### src/rtl/bus_master_port.sv
// bus_master_port: master endpoint of the bit-serial system bus.
// Serialises {addr, wdata} MSB-first and shifts read data back in.
module bus_master_port #(
  parameter int ADDR_WIDTH = 16,
  parameter int DATA_WIDTH = 8,
  parameter int TIMEOUT    = 255
) (
  input  logic                  clk,
  input  logic                  rst,
  input  logic                  req_valid,
  output logic                  req_ready,
  input  logic                  req_mode,
  input  logic [ADDR_WIDTH-1:0] req_addr,
  input  logic [DATA_WIDTH-1:0] req_wdata,
  output logic                  resp_valid,
  output logic [DATA_WIDTH-1:0] resp_rdata,
  output logic                  resp_err,
  output logic                  mode,
  output logic                  wr_bus,
  output logic                  master_valid,
  output logic                  master_ready,
  input  logic                  rd_bus,
  input  logic                  slave_ready,
  input  logic                  slave_valid,
  input  logic                  split
);

  localparam int SW = ADDR_WIDTH + DATA_WIDTH;
  localparam int BW = $clog2(SW + 1);
  localparam int TW = (TIMEOUT > 0) ? $clog2(TIMEOUT + 1) : 1;

  localparam logic [BW-1:0] A_LAST = BW'(ADDR_WIDTH - 1);
  localparam logic [BW-1:0] D_LAST = BW'(SW - 1);
  localparam logic [BW-1:0] R_LAST = BW'(DATA_WIDTH - 1);
  localparam logic [TW-1:0] TO_MAX = TW'(TIMEOUT);
  localparam logic [TW-1:0] TO_LAST =
    TW'((TIMEOUT > 0) ? TIMEOUT - 1 : 0);
  localparam bit TO_EN = (TIMEOUT > 0);

  typedef enum logic [2:0] {
    S_IDLE,
    S_REQ,
    S_ADDR,
    S_DATA,
    S_WAIT,
    S_RDATA,
    S_DONE
  } state_t;

  state_t                state, state_n;
  logic [SW-1:0]         sh_q, sh_n;
  logic                  mode_q, mode_n;
  logic [BW-1:0]         bit_q, bit_n;
  logic [TW-1:0]         to_q, to_n;
  logic [DATA_WIDTH-1:0] rd_q, rd_n;
  logic                  err_q, err_n;
  logic                  to_hit;
  logic [TW-1:0]         to_inc;

  always_ff @(posedge clk) begin
    if (rst) begin
      state  <= S_IDLE;
      sh_q   <= '0;
      mode_q <= 1'b0;
      bit_q  <= '0;
      to_q   <= '0;
      rd_q   <= '0;
      err_q  <= 1'b0;
    end else begin
      state  <= state_n;
      sh_q   <= sh_n;
      mode_q <= mode_n;
      bit_q  <= bit_n;
      to_q   <= to_n;
      rd_q   <= rd_n;
      err_q  <= err_n;
    end
  end

  // Expiry fires on the TIMEOUT-th wait cycle; counter saturates.
  assign to_hit = TO_EN && (to_q == TO_LAST);
  assign to_inc = (to_q != TO_MAX) ? to_q + TW'(1) : to_q;

  always_comb begin
    state_n = state;
    sh_n    = sh_q;
    mode_n  = mode_q;
    bit_n   = bit_q;
    to_n    = to_q;
    rd_n    = rd_q;
    err_n   = err_q;
    unique case (state)
      S_IDLE: begin
        if (req_valid) begin
          sh_n    = {req_addr, req_wdata};
          mode_n  = req_mode;
          bit_n   = '0;
          to_n    = '0;
          rd_n    = '0;
          err_n   = 1'b0;
          state_n = S_REQ;
        end
      end
      S_REQ, S_ADDR, S_DATA: begin
        if (slave_ready) begin
          sh_n  = sh_q << 1;
          bit_n = bit_q + BW'(1);
          if (bit_q == D_LAST) begin
            state_n = S_DONE;
          end else if (bit_q == A_LAST) begin
            if (mode_q) begin
              state_n = S_DATA;
            end else begin
              state_n = S_WAIT;
              to_n    = '0;
              bit_n   = '0;
            end
          end else if (state == S_REQ) begin
            state_n = S_ADDR;
          end
        end else if (state == S_REQ) begin
          if (to_hit) begin
            state_n = S_DONE;
            err_n   = 1'b1;
          end else begin
            to_n = to_inc;
          end
        end else begin
          // Slave dropped ready mid-burst: transfer abandoned.
          state_n = S_DONE;
          err_n   = 1'b1;
        end
      end
      S_WAIT: begin
        if (slave_valid) begin
          rd_n    = DATA_WIDTH'({rd_q, rd_bus});
          bit_n   = BW'(1);
          state_n = (R_LAST == '0) ? S_DONE : S_RDATA;
        end else if (!split) begin
          if (to_hit) begin
            state_n = S_DONE;
            err_n   = 1'b1;
          end else begin
            to_n = to_inc;
          end
        end
      end
      S_RDATA: begin
        if (slave_valid) begin
          rd_n  = DATA_WIDTH'({rd_q, rd_bus});
          bit_n = bit_q + BW'(1);
          if (bit_q == R_LAST) state_n = S_DONE;
        end
      end
      S_DONE: begin
        state_n = S_IDLE;
      end
      default: begin
        state_n = S_IDLE;
      end
    endcase
  end

  assign req_ready    = (state == S_IDLE);
  assign master_valid = (state == S_REQ) || (state == S_ADDR) ||
                        (state == S_DATA);
  assign master_ready = (state == S_WAIT) || (state == S_RDATA);
  assign wr_bus       = master_valid & sh_q[SW-1];
  assign mode         = (state != S_IDLE) & mode_q;
  assign resp_valid   = (state == S_DONE);
  assign resp_err     = resp_valid & err_q;
  assign resp_rdata   = (resp_valid && !err_q && !mode_q) ? rd_q : '0;

endmodule
### config.mk
export PLATFORM = sky130hd
export DESIGN_NAME = bus_master_port
export DESIGN_NICKNAME = d
export VERILOG_FILES = /design/src/rtl/bus_master_port.sv
export SDC_FILE = /design/constraint.sdc
export NUM_CORES = 1
export LEC_CHECK = 0
export ABC_AREA = 1
export BUFFER_PORTS_ARGS = -buffer_cell sky130_fd_sc_hd__buf_2
export CAP_MARGIN = 15
export CORE_MARGIN = 1
export CORE_UTILIZATION = 38
export DETAILED_ROUTE_END_ITERATION = 7
export PLACE_DENSITY_LB_ADDON = 0.25
export REMOVE_ABC_BUFFERS = 1
export SYNTH_ARGS = -nofsm -noshare
export SYNTH_HDL_FRONTEND = slang
export SYNTH_SLANG_ARGS = --single-unit
### constraint.sdc
create_clock -name clk -period 4.51 [get_ports clk]
set_clock_uncertainty 0.15 [all_clocks]
set_input_delay 1.1275 -clock clk [delete_from_list [all_inputs] [get_ports clk]]
set_output_delay 1.1275 -clock clk [all_outputs]
set_load 0.03 [all_outputs]
==> results.md, run 1 <==
- Tmin final: 3290 ps
- Root buffer cell: clkbuf_8
- Clock Path Buffers: 2
- Pwr dens: 650 nW/um^2
- Status: finished clean
- Core Region: 7370 sq um
- Via-to-Cell Ratio: 5.00
- Worst-Skew Late Latency: 310 ps
- IO buf count: 46
- Overflow after GRT: 0
- Worst setup SP type: register
- CTS Hold Buffers Added: 0
- H-tree depth: 2
- IO Count: 47
- Initial core utilization: 40.1%
- Avg WL per Cell: around 12 um
- Area share of the largest cell type after synthesis: 33.9%
- Fin. max-slew vios: 0
- Warnings, synthesis: 0
- Worst setup path startpoint: state[2]
- Slew @ Worst Pin: 1100 ps
- Mean Syn Cell Area: 6.83 sq um
- Critical Path RT: between 3000 and 4000 ps
- Final core utilization: 44.9%
- Hold_ws: 332 ps
- Max cap viols: 0
- Fin nets: 509
- Seq cells post-synth: 50
- Maximum VDD drop: 0.000292 V
- Share of cells above drive strength 1: 19.9%
- Hold Path Class: reg -> reg
- Leading area contributor after synthesis: dfxtp_1
- Kind of critical path: reg -> out
- Vias in the first global route: 2606
- Drt first pass iters: 4
- R2r startpoint: state[0]
- Post-synth EDFFs: 0
- Clock transition at path regs: 100 ps
- Hold path start: bit_q[3]
- Antenna viol nets, final: 0
- Remaining DRCs: 0
- CP Max Fanout: 13
- Arrival @ worst endpoint: between 2000 and 2500 ps
- Setup violators final: 0
- Row cnt: 31
- Seq/Total Area, Yosys: 33.9%
- Worst Setup End Kind: output pin
- Die area: 8130 sq um
- Total Wirelength: approximately 7.0 mm
- CTS tree: done
- Max-slew headroom at the worst pin: roughly 27%
- Fmax: 304 MHz
- Final HPWL DP: ~5.0 mm
- Main synth FF type: dfxtp_1
- Routed vias: 2855
- Final hold vios: 0
- First-pass GRT wire length: 12.2 mm
- Diodes inserted: 0
- Final period util: between 70% and 80%
- Final GP Congestion: 0.859
- Top cells by area, synth: dfxtp_1 34%, nand2_1 15%, nor2_1 5.0%
- Area delta synth->final: 12.1%
- Initial antenna violation count: 0
- Mapped cell area: about 3000 sq um
- Final Instance Area: 3310 sq um
- Largest net degree at the start of global routing: 47
- Chip Height: 90.2 um
- Num CTS Buffers: 5
- CTS resizes: 0
- Postcts setup bufs: 0
- Die Span X: 90.2 um
- DP Area: between 3000 and 4000 sq um
- Syn Inst Count: about 430
- Distinct cells, synth: 33
- Leakage Power: 1.47 nW
- Most frequent cells after synthesis: 122 x nand2_1, 50 x dfxtp_1, 39 x nor2_1
- Unrepaired setup endpoints after global routing: false
- TritonCTS sink count: 50
- Overall routing resource usage: approximately 18%
- Ys async rst share: 0%
- Setup TNS: 0 ps
- Top-count cell post-synth: nand2_1
- Initial DRC count: 156
## final cells by class
cell class,instances,area [sq um]
Fill cell,791,4060
Clock buffer,5,68.8
Sequential cell,50,1000
Timing Repair Buffer,48,245
Inverter,44,165
Clock inverter,3,28.8
Multi-Input combinational cell,322,1680
Tap cell,99,124
## power by group
part	internal [W]	switching, W
Sequential	0.000612	0.000117
Clock	0.000116	0.000170
Combinational	0.000353	0.000785
Total	0.00108	0.00107
## worst paths after layout
check,slack (ps),cells past startpoint,end
setup reg to reg,2460,7,to_q[0]
hold / removal,330,2,bit_q[3]
hold reg to reg,330,2,bit_q[3]
setup / recovery,1220,5,resp_rdata[6]
## cell families (layout without fill, tap and decap cells)
logic type / after synthesis / count (layout) / synth area share, %
xor gates and xnor gates: 2 / 2 / 0.593
buffers and inverters: 61 / 100 / 9.31
adders and majority gates: 6 / 6 / 2.54
DFF: 50 / 50 / 33.9
and+or+nand+nor: 224 / 224 / 36.0
AOI/OAI and AO/OA: 90 / 90 / 17.7
## metrics by stage
stage | setup WS [ps] | total power (W) | cells
detailed placement | 1600 | 0.00187 | 563
CTS | 1230 | 0.00216 | 571
global route | 1060 | 0.00236 | 571
global placement | 1670 | 0.00186 | 563
finish | 1220 | 0.00215 | 571
floorplan | 995 | 0.00159 | 416
## worst max-delay path, stage by stage (launching register included)
cell	delay [ps]
dfxtp_1	580
inv_2	230
nor3_1	300
nand3_2	230
nor2_1	150
buf_2	210
## sequential cells by signal, summed over array words and instances, names as in the netlist
name    flops
mode_q      1
state       3
err_q       1
sh_q       24
to_q        8
bit_q       5
rd_q        8
## layout by cell type (no fill, tap or decap), types with 3 or more instances in the layout
cell / count
nand2_1: 122
nand2_4: 4
inv_2: 5
nand3_1: 27
nor2_1: 39
nand3b_1: 3
o21ai_1: 9
a31oi_1: 23
dfxtp_1: 50
nor2_2: 4
a21oi_1: 28
inv_1: 38
o21ai_0: 18
nand2_2: 4
o21ai_2: 11
buf_2: 46
nand4_1: 8
ha_1: 6
clkbuf_8: 5
nand3_2: 3
## layer usage
metal	up-vias	part of all wire, %	GRT usage (%)
met5	-	0	0
met4	0	1.6	5.51
met3	14	4.1	3.30
met2	68	45	29.3
met1	1271	49	24.4
li1	1502	-	-
No activity file was read; power rests on OpenSTA's default activity.
==> inputs of run 2 (changes only) <==
Clock period 4.51 ns to 2.7 ns, I/O delays scaled along.
==> run 2 against run 1 <==
Against the previous run: flip-flop and latch count did not move; worst setup slack worse by 1000 ps; utilization increased by 0.66 points; count of clock-buffer cells in the layout grew 1; combinational power rose by 67%; power increased by 70%; routed wire length up 0.81%; critical path type unchanged; critical endpoint is now resp_rdata[3].
==> results.md, run 2 (synthesis results as in run 1) <==
- Critical Path RT: 1880 ps (-1350 ps)
- IO buf count: 46 (unchanged)
- Commonest cells after routing, fill and taps aside: 122 x nand2_1, 49 x dfxtp_1, 46 x buf_2
- Maximum VDD drop: 0.000538 V (+84%)
- TritonCTS sink count: 50 (unchanged)
- Biggest regs: sh_q: 24 flops, rd_q: 8 flops, to_q: 8 flops
- Total Wirelength: 7.07 mm (+0.81%)
- Most flops, register: sh_q
- Worst Setup End Kind: output pin
- Final HPWL DP: 5.09 mm (+0.89%)
- Final Instance Area: 3360 sq um (+1.5%)
- Area delta synth->final: 13.7%
- Leakage Power: 1.49 nW (+1.4%)
- Diodes inserted: 0 (unchanged)
- Die area: 8130 sq um (unchanged)
- Fin nets: 513 (+0.79%)
- Initial core utilization: 40.1% (unchanged)
- Most common cell after layout, fill and taps aside: nand2_1
- Largest net degree at the start of global routing: 47 (unchanged)
- Worst-Skew Late Latency: 300 ps (about the same)
- Num CTS Buffers: 5 (unchanged)
- Routed vias: 2847 (-0.28%)
- Status: finished clean
- Via-to-Cell Ratio: 4.95 (-0.97%)
- Placed insts: 567 (+0.71%)
- Critical-path top delay cell: dfxtp_2
- Clock Path Buffers: 2 (unchanged)
- Initial DRC count: 174 (+12%)
- Clock transition at path regs: 90 ps (about the same)
- DP Area: 3240 sq um (+0.93%)
- Chip Height: 90.2 um (unchanged)
- Core Region: 7370 sq um (unchanged)
- Finished Layout Cells: 575 (+0.70%)
- Psw: 0.00175 W (+64%)
- H-tree depth: 2 (unchanged)
- Remaining DRCs: 0 (unchanged)
- Final period util: 91.6%
- Switching Fraction: 47.9% (-1.8 points)
- Fin. max-slew vios: 0 (unchanged)
- Seq pwr share: 33.3% (-0.6 points)
- CTS tree: done
- Met2 usage: 30.9% (+1.6 points)
- Kind of critical path: reg -> out
- Unrepaired setup endpoints after global routing: false
- Proportion of power drawn by combinational gates: 52.0% (-0.8 points)
- Antenna viol nets, final: 0 (unchanged)
- Tmin final: between 2000 and 2500 ps
- IO Count: 47 (unchanged)
- CTS Hold Buffers Added: 0 (unchanged)
- GR peak layer: met2
- Worst setup SP type: register
- Worst path cell trace: inv_2, nor3_2, nand3_2, nor2_1, buf_2
- Met1 Use GR: 23.2% (-1.1 points)
- Pint: 0.00190 W (+76%)
- Overall routing resource usage: 18.1% (about the same)
- CP max stage delay: 460 ps (-120 ps)
- Hold Path Class: reg -> reg
- Initial antenna violation count: 0 (unchanged)
- Avg WL per Cell: 12.3 um (+0.11%)
- Final hold vios: 0 (unchanged)
- Share of cells above drive strength 1: 20.8% (+0.88 points)
- Slew @ Worst Pin: 505 ps (-592 ps)
- Drt first pass iters: 4 (unchanged)
- Row cnt: 31 (unchanged)
- CP Max Fanout: 10 (-3)
- Pwr dens: 1090 nW/um^2 (+67%)
- Arrival @ worst endpoint: 1650 ps (-360 ps)
- Final GP Congestion: 0.882 (+2.7%)
- Fillers: 778 (-1.6%)
- Max cap viols: 0 (unchanged)
- First-pass GRT wire length: 12.0 mm (-1.6%)
- Fmax: ~400 MHz
- Largest register FFs: 24 (unchanged)
- Die Span X: 90.2 um (unchanged)
- Setup violators final: 0 (unchanged)
- Overflow after GRT: 0 (unchanged)
- Vias in the first global route: 2603 (-0.12%)
- Met3 GRT Util: 3.13% (-0.17 points)
- Root buffer cell: clkbuf_8
- Max-slew headroom at the worst pin: 66.3% (+40 points)
- Clock power frac: 14.7% (+1.4 points)
==> run 2: cell types whose count changed in the layout (fill, tap and decap cells not counted), sizes merged <==
| cell | delta |
|---|---|
| buf | +4 |
| inv | -2 |
| clkbuf | +1 |
| clkinv | -1 |
| bufinv | +1 |
| clkinvlp | +1 |
==> run 2: timing repair <==
item,4_1_cts,5_1_grt
setup endpoints to repair,0,8
setup buffers,0,0
gates resized for setup,0,2
==> run 2: metal layers <==
metal | up-vias | wire length, um
li1 | 1510 | -
met1 | 1281 | 3480
met2 | 48 | 3300
met3 | 8 | 209
met4 | 0 | 86
met5 | - | 0
==> run 2: worst paths after layout <==
path / start / to / slack [ps] / cells past startpoint
worst max-delay path: state[2] / resp_rdata[3] / 230 / 5
worst min-delay path: bit_q[3] / bit_q[3] / 330 / 2
worst max register to register: bit_q[0] / bit_q[3] / 650 / 11
worst min register to register: bit_q[3] / bit_q[3] / 330 / 2
==> run 2: critical path, delay by kind of cell, from the launching register on <==
kind	cells	cell delay (ps)
buffers and inverters	2	270
flip-flops	1	460
AND/OR/NAND/NOR	3	600
==> run 2: cell type report <==
cell class                 instances  area, sq um  share of cell area, %
clock buffer                       6         72.6                   2.16
sequential                        50         1000                   29.8
multi-input combinational        322         1680                   50.1
tap                               99          124                   3.69
inverter                          44          165                   4.91
timing repair buffer              52          275                   8.19
clock inverter                     2         37.5                   1.12
==> run 2: metrics by stage <==
stage          util [%]  setup TNS, ps  hold WS, ps  total power [W]  setup WS, ps
3_5_place_dp       44.0              0          314          0.00313           377
5_1_grt            45.6              0          356          0.00399          67.5
4_1_cts            45.5              0          329          0.00368          15.0
2_1_floorplan         -          -2900          289          0.00265          -363
6_report           45.6              0          332          0.00366           227
3_3_place_gp       44.0              0          305          0.00312           454
==> run 2: power by group through the flow <==
stage / Clock, W / Sequential [W] / Combinational, W
CTS: 0.000555 / 0.00121 / 0.00191
detailed placement: 0 / 0.00123 / 0.00190
global route: 0.000578 / 0.00125 / 0.00216
finish: 0.000537 / 0.00122 / 0.00190
floorplan: 0 / 0.00119 / 0.00146
global placement: 0 / 0.00122 / 0.00190
==> inputs of run 3 (changes only) <==
Settings changed: BUFFER_PORTS_ARGS -buffer_cell sky130_fd_sc_hd__buf_2 to default, DONT_BUFFER_PORTS from default to 1.
==> run 3 against run 2 <==
Against the previous run: register-to-register slack got worse by 130 ps; first-iteration DRC count fell by 23%; power rose by 2.1%.
==> results.md, run 3 (synthesis results as in run 1) <==
- Initial antenna violation count: 0 (unchanged)
- Placed insts: 532 (-6.2%)
- Max cap viols: 0 (unchanged)
- Root buffer cell: clkbuf_8
- Initial DRC count: 134 (-23%)
- Via-to-Cell Ratio: 5.11 (+3.2%)
- Drt first pass iters: 4 (unchanged)
- Commonest cells after routing, fill and taps aside: 122 x nand2_1, 50 x dfxtp_1, 39 x nor2_1
- Worst setup SP type: register
- Core Region: 7370 sq um (unchanged)
- Unrepaired setup endpoints after global routing: false
- Initial core utilization: 40.1% (unchanged)
- Largest register FFs: 24 (unchanged)
- Critical-path top delay cell: dfxtp_1
- Finished Layout Cells: 540 (-6.1%)
- Vias in the first global route: 2536 (-2.6%)
- IO buf count: 0 (-100%)
- Setup violators final: 0 (unchanged)
- Postcts setup bufs: 0 (unchanged)
- Antenna viol nets, final: 0 (unchanged)
- Worst Setup End Kind: output pin
- Area delta synth->final: 9.61%
- Die Span X: 90.2 um (unchanged)
- Final HPWL DP: 5.04 mm (-1.0%)
- Maximum VDD drop: 0.000513 V (-4.6%)
- Most common cell after layout, fill and taps aside: nand2_1
- Clock Path Buffers: 2 (unchanged)
- CP Max Fanout: 8 (-2)
- Hold Path Class: in -> reg
- Avg WL per Cell: 13.0 um (+5.4%)
- Worst-Skew Late Latency: 300 ps (about the same)
- Fin. max-slew vios: 0 (unchanged)
- First-pass GRT wire length: 11.8 mm (-1.9%)
- Num CTS Buffers: 5 (unchanged)
- Most flops, register: sh_q
- Row cnt: 31 (unchanged)
- Overall routing resource usage: 17.7% (-0.44 points)
- Fmax: 405 MHz (+0.12%)
- Fin nets: 478 (-6.8%)
- Critical Path RT: 1880 ps (about the same)
- CTS resizes: 0 (unchanged)
- Remaining DRCs: 0 (unchanged)
- Share of cells above drive strength 1: 14.5% (-6.3 points)
- Leakage Power: 1.36 nW (-8.4%)
- Final GP Congestion: 0.933 (+5.8%)
- IO Count: 47 (unchanged)
- Pwr dens: 1150 nW/um^2 (+5.9%)
- Final period util: 91.5% (-0.11 points)
- H-tree depth: 2 (unchanged)
- Final core utilization: 44.0% (-1.6 points)
- Kind of critical path: reg -> out
- Largest net degree at the start of global routing: 47 (unchanged)
- CP max stage delay: 460 ps (about the same)
- CTS Hold Buffers Added: 0 (unchanged)
- Biggest regs: sh_q: 24 flops, rd_q: 8 flops, to_q: 8 flops
- Overflow after GRT: 0 (unchanged)
- Total Wirelength: 7.00 mm (-0.98%)
- Routed vias: 2759 (-3.1%)
- Max-slew headroom at the worst pin: 56.3% (-10 points)
- Slew @ Worst Pin: 655 ps (+150 ps)
- Worst path cell trace: inv_2, nor3_2, nand3_2, nor2_1, buf_4
- Die area: 8130 sq um (unchanged)
- TritonCTS sink count: 50 (unchanged)
- Clock transition at path regs: 100 ps (about the same)
- Fillers: 792 (+1.8%)
- CTS tree: done
- Chip Height: 90.2 um (unchanged)
- Final hold vios: 0 (unchanged)
- Arrival @ worst endpoint: 1650 ps (about the same)
- Status: finished clean
- Tmin final: 2470 ps (-3.07 ps)
- Diodes inserted: 0 (unchanged)
## run 3: changes by cell type in the layout (fill, tap and decap cells not counted), sizes merged
| cell | previous run | this run |
|---|---|---|
| clkbuf | 6 | 5 |
| clkinv | 1 | 2 |
| bufinv | 1 | 2 |
| buf | 52 | 17 |
| clkinvlp | 1 | 0 |
## run 3: power by group
group	internal (W)	total [W]	switching, W
combinational	0.000581	0.00189	0.00131
sequential	0.00102	0.00121	0.000183
clock	0.000371	0.000641	0.000269
## run 3: per-layer routing
metal,track usage [%],share of wire (%)
met1,23.8,49
met2,28.1,46
met3,3.64,4.3
met4,5.78,1.3
met5,0,0
## run 3: per-stage QoR
stage	power (W)	TNS (ps)	hold slack (ps)	area, sq um	setup slack, ps
after floorplan	0.00265	-2900	289	2850	-363
after global placement	0.00309	0	301	3100	593
after detailed placement	0.00310	0	304	3100	466
after CTS	0.00375	0	261	3230	85.2
after global routing	0.00406	0	257	3240	137
final	0.00373	0	271	3240	230
## run 3: final timing paths
| kind | startpoint | to | slack [ps] | cells after the start |
|---|---|---|---|---|
| max | state[1] | resp_rdata[1] | 230 | 5 |
| max reg2reg | state[0] | to_q[0] | 520 | 6 |
| min | rst | bit_q[4] | 270 | 1 |
| min reg2reg | bit_q[3] | bit_q[3] | 320 | 2 |
## run 3: critical path, delay by kind of cell, from the launching register on
kind | cells | cell delay (ps)
buffers and inverters | 2 | 310
flip-flops | 1 | 460
AND/OR/NAND/NOR | 3 | 570
## run 3: final cells by class
cell class	count	area [sq um]	area share (%)
clock buffer	5	68.8	2.12
clock inverter	3	68.8	2.12
inverter	44	165	5.10
multi-input combinational	322	1680	52.0
sequential	50	1000	30.9
tap	99	124	3.82
timing repair buffer	17	128	3.94
